==> src/rtl/regfile_bank.sv <==
// 32x32 register storage bank with a byte-masked write port, optional hardwired-zero reg 0 and a clear sweep.
// Latency: writes land 1 edge after sampling; the sweep clears one register per cycle over 32 cycles.
// Backpressure: none; writes and clear requests that arrive while oBusy is high are dropped.
module regfile_bank #(
    parameter bit          ZERO_REG  = 1'b1,
    parameter logic [31:0] CLR_VALUE = 32'h0000_0000
) (
    input  logic        iClk,
    input  logic        iRst_n,
    input  logic        iWe,
    input  logic [4:0]  iWaddr,
    input  logic [31:0] iWdata,
    input  logic [3:0]  iByteEn,
    input  logic        iClr,
    output logic        oBusy,
    output logic [31:0] oQ0,
    output logic [31:0] oQ1,
    output logic [31:0] oQ2,
    output logic [31:0] oQ3,
    output logic [31:0] oQ4,
    output logic [31:0] oQ5,
    output logic [31:0] oQ6,
    output logic [31:0] oQ7,
    output logic [31:0] oQ8,
    output logic [31:0] oQ9,
    output logic [31:0] oQ10,
    output logic [31:0] oQ11,
    output logic [31:0] oQ12,
    output logic [31:0] oQ13,
    output logic [31:0] oQ14,
    output logic [31:0] oQ15,
    output logic [31:0] oQ16,
    output logic [31:0] oQ17,
    output logic [31:0] oQ18,
    output logic [31:0] oQ19,
    output logic [31:0] oQ20,
    output logic [31:0] oQ21,
    output logic [31:0] oQ22,
    output logic [31:0] oQ23,
    output logic [31:0] oQ24,
    output logic [31:0] oQ25,
    output logic [31:0] oQ26,
    output logic [31:0] oQ27,
    output logic [31:0] oQ28,
    output logic [31:0] oQ29,
    output logic [31:0] oQ30,
    output logic [31:0] oQ31
);

    typedef enum logic {
        IDLE  = 1'b0,
        CLEAR = 1'b1
    } state_t;

    state_t      state;
    state_t      stateNext;
    logic [4:0]  sweepCnt;
    logic [31:0] regs [32];
    logic        wrEn;
    logic        sweepSkip;

    always_ff @(posedge iClk or negedge iRst_n) begin
        if (!iRst_n) begin
            state <= IDLE;
        end else begin
            state <= stateNext;
        end
    end

    always_comb begin
        stateNext = state;
        case (state)
            IDLE:    if (iClr) stateNext = CLEAR;
            CLEAR:   if (sweepCnt == 5'd31) stateNext = IDLE;
            default: stateNext = IDLE;
        endcase
    end

    always_comb begin
        oBusy = (state == CLEAR);
    end

    // Counter only runs during the sweep and naturally wraps to 0 as the sweep ends.
    always_ff @(posedge iClk or negedge iRst_n) begin
        if (!iRst_n) begin
            sweepCnt <= '0;
        end else if (state == CLEAR) begin
            sweepCnt <= sweepCnt + 5'd1;
        end else begin
            sweepCnt <= '0;
        end
    end

    assign wrEn      = (state == IDLE) && iWe && !(ZERO_REG && (iWaddr == 5'd0));
    assign sweepSkip = ZERO_REG && (sweepCnt == 5'd0);

    always_ff @(posedge iClk or negedge iRst_n) begin
        if (!iRst_n) begin
            for (int i = 0; i < 32; i++) begin
                regs[i] <= '0;
            end
        end else if (state == CLEAR) begin
            if (!sweepSkip) begin
                regs[sweepCnt] <= CLR_VALUE;
            end
        end else if (wrEn) begin
            for (int k = 0; k < 4; k++) begin
                if (iByteEn[k]) begin
                    regs[iWaddr][8*k +: 8] <= iWdata[8*k +: 8];
                end
            end
        end
    end

    assign oQ0  = ZERO_REG ? 32'h0 : regs[0];
    assign oQ1  = regs[1];
    assign oQ2  = regs[2];
    assign oQ3  = regs[3];
    assign oQ4  = regs[4];
    assign oQ5  = regs[5];
    assign oQ6  = regs[6];
    assign oQ7  = regs[7];
    assign oQ8  = regs[8];
    assign oQ9  = regs[9];
    assign oQ10 = regs[10];
    assign oQ11 = regs[11];
    assign oQ12 = regs[12];
    assign oQ13 = regs[13];
    assign oQ14 = regs[14];
    assign oQ15 = regs[15];
    assign oQ16 = regs[16];
    assign oQ17 = regs[17];
    assign oQ18 = regs[18];
    assign oQ19 = regs[19];
    assign oQ20 = regs[20];
    assign oQ21 = regs[21];
    assign oQ22 = regs[22];
    assign oQ23 = regs[23];
    assign oQ24 = regs[24];
    assign oQ25 = regs[25];
    assign oQ26 = regs[26];
    assign oQ27 = regs[27];
    assign oQ28 = regs[28];
    assign oQ29 = regs[29];
    assign oQ30 = regs[30];
    assign oQ31 = regs[31];

endmodule

==> config.mk <==
export PLATFORM = sky130hd
export DESIGN_NAME = regfile_bank
export DESIGN_NICKNAME = d
export VERILOG_FILES = /design/src/rtl/regfile_bank.sv
export SDC_FILE = /design/constraint.sdc
export NUM_CORES = 1
export LEC_CHECK = 0
export ABC_AREA = 0
export ABC_CLOCK_PERIOD_IN_PS = 2300
export CORE_AREA = 2 2 418 420
export CTS_BUF_LIST = sky130_fd_sc_hd__clkbuf_16
export CTS_CLUSTER_DIAMETER = 60
export DETAILED_ROUTE_END_ITERATION = 6
export DIE_AREA = 0 0 420 422
export GPL_TIMING_DRIVEN = 1
export PLACE_DENSITY_LB_ADDON = 0.2
export RECOVER_POWER = 25
export SYNTH_ARGS = -nofsm -noshare
export SYNTH_HDL_FRONTEND = slang
export SYNTH_SLANG_ARGS = --single-unit
==> constraint.sdc <==
create_clock -name iClk -period 2.3 [get_ports iClk]
set_input_delay 0.23 -clock iClk [delete_from_list [all_inputs] [get_ports iClk]]
set_output_delay 0.23 -clock iClk [all_outputs]
set_load 0.005 [all_outputs]
# == Word level (Yosys, flattened, before mapping) ==
# Cells that the tools add are included.
# totals
reg_bits,1030
out_inout_bits,1025
word_cells,86
# op_classes
addsub,1
order_cmp,4
eq_ne,2
mux,31
bitwise,5
reduce_logical,9
# op_table
operator,n
$mux 1024,13
$bwmux 1024,4
$and 1024x1024->1024,1
$not 1024->1024,1
$demux 32 s5,5
$mux 32,2
$mux 24,1
$mux 16,1
$ge 6x6->1 const B,2
$lt 6x1->1 const B,2
$not 5->6,2
$logic_not 5->1,2
$mux 8,1
$add 5x1->5 const B,1
$eq 5x5->1 const B,1
$mux 5,1
$logic_and 1x1->1,4
$mux 1,2
$ne 2x2->1 const B,1
$pmux 1 s2,1
$reduce_and 2->1,1
$reduce_bool 2->1,1
$logic_not 1->1,1
$not 1->1,1

# == Logic depth before layout (Yosys ltp) ==
# Gate-level depths: netlist of run 1.
# logic_depth
depth_word,21
mapped_depth,7

# == Least setup slack after synthesis of run 1 ==
# No wires, ideal clock.
# synth_timing
kind,reg-to-reg
from,register sweepCnt[0]
to,register regs (netlist bit oQ10[2])
setup_ps,121
arrival_time_ps,1968
required_ps,2179
slack_ps,211
path_stages_with_launch,8
cell_sequence,dfrtp_1 inv_1 ha_1 or4b_1 nand3_1 a21boi_1 clkbuf_1 a22o_1
# synth_via
elab_chain_cells,9
# synth_rtl
item,line_no,rtl
"start, declared",57,logic [4:0] sweepCnt;
"start signal, assigned",88,sweepCnt <= sweepCnt + 5'd1;
$not 5->6 (not written as such),104,regs[sweepCnt] <= CLR_VALUE;
$ge 6x6->1 (not written as such) or $lt 6x1->1 (tied branches),104,
$logic_and 1x1->1 (not written as such),104,
$mux 32 (not written as such),104,
$demux 32 s5,104,
$not 1024->1024 (no line),-,
$and 1024x1024->1024 (no line),-,
$mux 1024,103,if (!sweepSkip) begin
$mux 1024,102,end else if (state == CLEAR) begin
"end signal, assigned by index",109,regs[iWaddr][8*k +: 8] <= iWdata[8*k +: 8];
"end, declared",58,logic [31:0] regs [32];
# Several ways; a longest one is shown, not always the timed one. The select of a mux whose other input is x is not followed.
# A chain may end at the register's enable or synchronous reset.

# == Worst setup path in the final report of run 1 ==
# layout_timing
from,register sweepCnt[1]
to,register regs (netlist bit oQ13[28])
# The elaborated chain is that of the path after synthesis.

==> results of run 1 <==
cells by family after synthesis:
family | count (synthesis) | synth area share [%]
buf+inv | 257 | 3.38
mux | 1 | 0.0262
compound gates | 1187 | 29.4
flops | 998 | 65.3
xor+xnor | 2 | 0.0458
other cells | 1 | 0.00981
fa+ha+maj | 5 | 0.164
simple gates | 120 | 1.67
per-layer routing:
layer / up-vias / global-route usage [%]
met2: 1331 / 36.6
met5: - / 0
met1: 16500 / 28.9
met3: 270 / 4.31
met4: 0 / 8.65
li1: 12700 / -
critical path: stages, from the launching register on:
cell      delay (ns)
dfrtp_1         0.39
inv_2           0.08
ha_4            0.13
or4b_4          0.51
buf_6           0.15
nand3_2         0.08
buf_12          0.17
buf_12          0.13
a21boi_4        0.07
buf_12          0.17
a22o_1          0.23
Yosys cell counts, types with 10 or more instances:
master    count  area [sq um]
nand3_1      12          60.1
a21boi_1     32           240
clkbuf_1    139           522
o21ai_4     118          1920
o21bai_1     12          90.1
buf_2        62           310
buf_6        14           158
a22o_1      992          8690
a21o_1       11          82.6
nor2_1       57           214
nand2_1      10          37.5
dfrtp_1     998         25000
buf_4        38           285
cell type report:
cell class,instances,area (sq um),area share [%]
flip-flops and latches,998,25000,40.9
well taps,2325,2910,4.76
repair buffers,1462,16500,27.0
inverters,3,11.3,0.0184
multi-input cells,1347,12700,20.8
clock buffers,122,3050,5.00
clock inverters,97,878,1.44
diodes,15,37.5,0.0615
stage by stage:
stage	hold WS (ns)	util, %	total power, uW	worst slack (ns)	cell area (sq um)
floorplan	-0.0656	-	24000	0.211	38300
global placement	0.177	32.9	33700	-0.509	56900
detailed placement	0.179	32.9	33700	-0.479	56900
CTS	0.254	35.3	53300	-0.0676	61100
global route	0.274	35.3	54700	-0.0533	61100
finish	0.280	35.3	52700	-0.00263	61100
power by group:
| part | switching [uW] | internal (uW) |
|---|---|---|
| Combinational | 7630 | 6490 |
| Clock | 8130 | 11000 |
| Sequential | 769 | 18700 |
| Total | 16500 | 36200 |
repair_timing:
action | CTS | global route
endpoints found under the hold margin | 779 | 0
pin swaps | 4 | 4
gates resized for setup | 27 | 6
cloned | 2 | 3
endpoints found under the setup margin | 994 | 359
hold buffers | 3 | 0
setup buffers | 6 | 6
worst paths after layout:
| check | from | endpoint | slack (ns) | cells after the start |
|---|---|---|---|---|
| worst max-delay path | sweepCnt[1]$_DFF_PN0_ | oQ13[28]$_DFFE_PN0P_ | -0.003 | 10 |
| worst min-delay path | iRst_n | oQ13[5]$_DFFE_PN0P_ | 0.28 | 3 |
| worst max register to register | sweepCnt[1]$_DFF_PN0_ | oQ13[28]$_DFFE_PN0P_ | -0.003 | 10 |
| worst min register to register | oQ30[9]$_DFFE_PN0P_ | oQ30[9]$_DFFE_PN0P_ | 0.50 | 1 |
| max in group asynchronous | iRst_n | oQ17[27]$_DFFE_PN0P_ | 0.24 | 4 |
| min in group iClk | iWdata[9] | oQ28[9]$_DFFE_PN0P_ | 0.39 | 4 |
==> results.cfg, run 1 <==
[synth]
ys_async_sr_fraction_pct = 100
synthFlopType = dfrtp_1
avgSynthCellArea_sq_um = 14.9
yosysSeqAreaShare_pct = 65.3
ys_ff_latch = 998
yosysWarnings = 0
syn_inst = 2571
yosysUniqueCellTypes = 40
synth_edf_count = 0
synth_area_sq_mm = 0.0382

[placed_design]
io_buffers = 1037
placed_cells = 6116
dp_hpwl_mm = 149
gp_congestion = 0.791

[detailed_routing]
wl_per_cell_um = 31.9
met3WireLength_mm = 11.6
highest_layer = met4
route.met2.wl_mm = 99.9
wl_met1_mm = 84.5
first_pass_iters = 5
drc = 0
dr_total_vias = 30800
drtIter0Drc = 2363
viasPerCell = 4.83
postRouteAntennaNets = 0
wirelength_mm = 203

[sta]
rsz0062_at_grt = yes
setup_viol = 1
fmax_mhz = 434
tns_ns = -0.00263
period_share_pct = 100
tightestPinTransition_ns = 1.80
fin_skew_ns = 0.0327
relSlewSlack_pct = -20.2
timing.final.ws_setup_ns = -0.00263
slew_viol_final = 147
fin_crit_ns = 2.30
hold_viol = 0

[critical_path]
worstSetupPathType = reg -> reg
critPathArrivalTime_ns = 2.93
startpoint_type = flip-flop
required_ns = 2.93
cp-end-kind = flip-flop
crit_fanout = 17

[clock_tree]
numCtsBuffers = 121
cts-htree-levels = 3
clkSlewWorstSetupHoldPaths_ns = 0.06
cts_tree = done
clockBufferDepth = 3
cts_sinks = 998
root_buffer = clkbuf_16
clk_latency_ns = 0.77

[final_layout]
mostFrequentLayoutCells = clkdlybuf4s50_1, dfrtp_1, a22o_1
final_common_cell = clkdlybuf4s50_1
fillers = 16800
finalNonFillerCells = 6369
layout.nets = 3983
final_layout_size_suffix_gt1_share_pct = 20.2
area_delta_synth_final_pct = 59.8

[global_routing]
grt_max_degree = 93
antenna_found_initial = 21
grt_pass1_vias = 30900
overflow = 0
grtUsageTotal_pct = 22.3
grt_pass1_wl_mm = 275

[worst_hold_path]
min_path_type = in -> async

[pwr]
ir_drop_mv = 0.672
powerDensity_mw_per_mm2 = 863
p_leak_uw = 0.0270

[run_status]
violations = capacitance limit, slew limit, setup timing
status = finished with violations

[floorplan]
boundaryPins = 1070
die_x_um = 420
core_sq_mm = 0.173
die_h_um = 422
rows = 153
dieArea_sq_mm = 0.177
initial_core_util_pct = 22.1

[run]
cap_viol_max_count = 3
Power figures use the tool's default switching activity.
==> run 2: changes to the inputs <==
--- a/config.mk
+++ b/config.mk
@@ -7,6 +7,7 @@
 export LEC_CHECK = 0
 export ABC_AREA = 0
 export ABC_CLOCK_PERIOD_IN_PS = 2300
+export CAP_MARGIN = 25
 export CORE_AREA = 2 2 418 420
 export CTS_BUF_LIST = sky130_fd_sc_hd__clkbuf_16
 export CTS_CLUSTER_DIAMETER = 60
==> run 2 against run 1 <==
  * The flow finishes with violations (setup timing)
  * Via count is 0.19% lower
  * Setup slack gained 0.00085 ns
  * Clock skew hardly changed
  * Critical endpoint unchanged
  * Highest routed layer unchanged
==> results.cfg, run 2 (same netlist as run 1, synthesis figures left out) <==
[floorplan]
boundaryPins = 1070
dieArea_sq_mm = 0.177
die_h_um = 422
initial_core_util_pct = 22.1
rows = 153
die_x_um = 420
core_sq_mm = 0.173

[detailed_routing]
drtIter0Drc = 2372
wirelength_mm = 203
viasPerCell = 4.82
wl_per_cell_um = 31.9
drc = 0
dr_total_vias = 30700
first_pass_iters = 5
postRouteAntennaNets = 0

[critical_path]
required_ns = 2.93
r2r_start = sweepCnt[1]$_DFF_PN0_
cp_common_cell = buf_12
startpoint_type = flip-flop
cp-end-kind = flip-flop
worstSetupPathType = reg -> reg
crit_path_start = sweepCnt[1]$_DFF_PN0_
max_stage_delay_ns = 0.51
critPathArrivalTime_ns = 2.93
path_cells = inv_2 -> ha_4 -> or4b_4 -> buf_6 -> nand3_2 -> buf_12 -> buf_12 -> a21boi_4 -> buf_12 -> a22o_1
crit_fanout = 17
slowest_stage = or4b_4

[final_layout]
final-seq-area_sq_mm = 0.0250
final_layout_size_suffix_gt1_share_pct = 20.2
layout.nets = 3985
fillers = 16800
mostFrequentLayoutCells = clkdlybuf4s50_1, dfrtp_1, a22o_1
fin_util_pct = 35.4
area_delta_synth_final_pct = 59.9
multi_input_area_sq_mm = 0.0127
postLayoutCellArea_sq_mm = 0.0611
final_common_cell = clkdlybuf4s50_1

[pwr]
netSwitchingFraction_pct = 31.3
seqPwrFrac_pct = 36.9
clock_power_share_pct = 36.3
powerDensity_mw_per_mm2 = 862
internal_power_uw = 36200
power.switching_uw = 16500
p_leak_uw = 0.0270
ir_drop_mv = 0.673
comb_power_share_pct = 26.8

[clock_tree]
clockBufferDepth = 3
cts-htree-levels = 3
cts_sinks = 998
clk_latency_ns = 0.77
cts_tree = done
numCtsBuffers = 121
clkSlewWorstSetupHoldPaths_ns = 0.06
root_buffer = clkbuf_16

[sta]
fmax_mhz = 434
period_share_pct = 100
relSlewSlack_pct = 15.9
tightestPinTransition_ns = 1.26
slew_viol_final = 0
fin_crit_ns = 2.30
worst_hold_slack_ns = 0.393
hold_viol = 0
timing.final.ws_setup_ns = -0.00178
tns_ns = -0.00178
setup_viol = 1
fin_skew_ns = 0.0328
rsz0062_at_grt = yes

[run_status]
violations = setup timing
status = finished with violations

[global_routing]
grt_max_degree = 93
grtUsageTotal_pct = 22.3
antenna_found_initial = 21
overflow = 0
grt_pass1_wl_mm = 275
grt_pass1_vias = 30900

[placed_design]
pre_cts_slack_ns = -0.479
gp_congestion = 0.791
dp_hpwl_mm = 149
dpl-instance-area_sq_mm = 0.0569
io_buffers = 1037

[worst_hold_path]
min-delay-start = iWdata[9]
min_path_type = in -> reg

[run]
cap_viol_max_count = 0
## run 2: final timing paths
path                                              to  slack (ns)  cells after the start
worst max-delay path            oQ13[28]$_DFFE_PN0P_      -0.002                     10
worst min-delay path             oQ28[9]$_DFFE_PN0P_        0.39                      4
worst max register to register  oQ13[28]$_DFFE_PN0P_      -0.002                     10
worst min register to register   oQ5[14]$_DFFE_PN0P_        0.49                      1
max in group asynchronous       oQ17[27]$_DFFE_PN0P_        0.14                      4
min in group asynchronous        oQ13[5]$_DFFE_PN0P_        0.81                      3
## run 2: repair_timing
item,in CTS,in global routing
hold endpoints to repair,779,0
resized for setup,27,6
setup buffers,6,6
gates cloned,2,3
pin swaps,4,4
hold buffers,3,0
setup endpoints to repair,994,359
## run 2: cell type report
type | count | area share (%)
Sequential cell | 998 | 40.8
Timing Repair Buffer | 1464 | 27.1
Multi-Input combinational cell | 1347 | 20.8
Clock buffer | 122 | 4.99
Tap cell | 2325 | 4.76
Clock inverter | 97 | 1.44
Antenna cell | 15 | 0.0614
Inverter | 3 | 0.0184
## run 2: routing by layer
| metal | global-route usage, % | wire length [um] | up-vias |
|---|---|---|---|
| met3 | 4.31 | 11700 | 285 |
| met4 | 8.65 | 7610 | 0 |
| met2 | 36.6 | 99600 | 1303 |
| li1 | - | - | 12700 |
| met1 | 28.9 | 84300 | 16500 |
| met5 | 0 | 0 | - |
## run 2: through the flow
| step | total power [uW] | std cells |
|---|---|---|
| 3_5_place_dp | 33700 | 6116 |
| 2_1_floorplan | 24000 | 2602 |
| 6_report | 52700 | 6371 |
| 5_1_grt | 54700 | 6370 |
| 4_1_cts | 53300 | 6346 |
| 3_3_place_gp | 33700 | 6116 |
## run 2: critical path: cells and delay by family, from the launching register on
kind	cells	cell delay, ns
adder cells (fa/ha/maj)	1	0.13
buffers and inverters	5	0.70
AO/OA/AOI/OAI	2	0.30
AND/OR/NAND/NOR	2	0.60
flip-flops	1	0.39
## run 2: power groups by stage
stage                     clock, uW  combinational (uW)  sequential (uW)
after global routing          20300               14800            19600
after CTS                     19600               14300            19400
after floorplan                   0                4360            19700
final                         19200               14100            19500
after detailed placement          0               14000            19700
after global placement            0               14000            19700
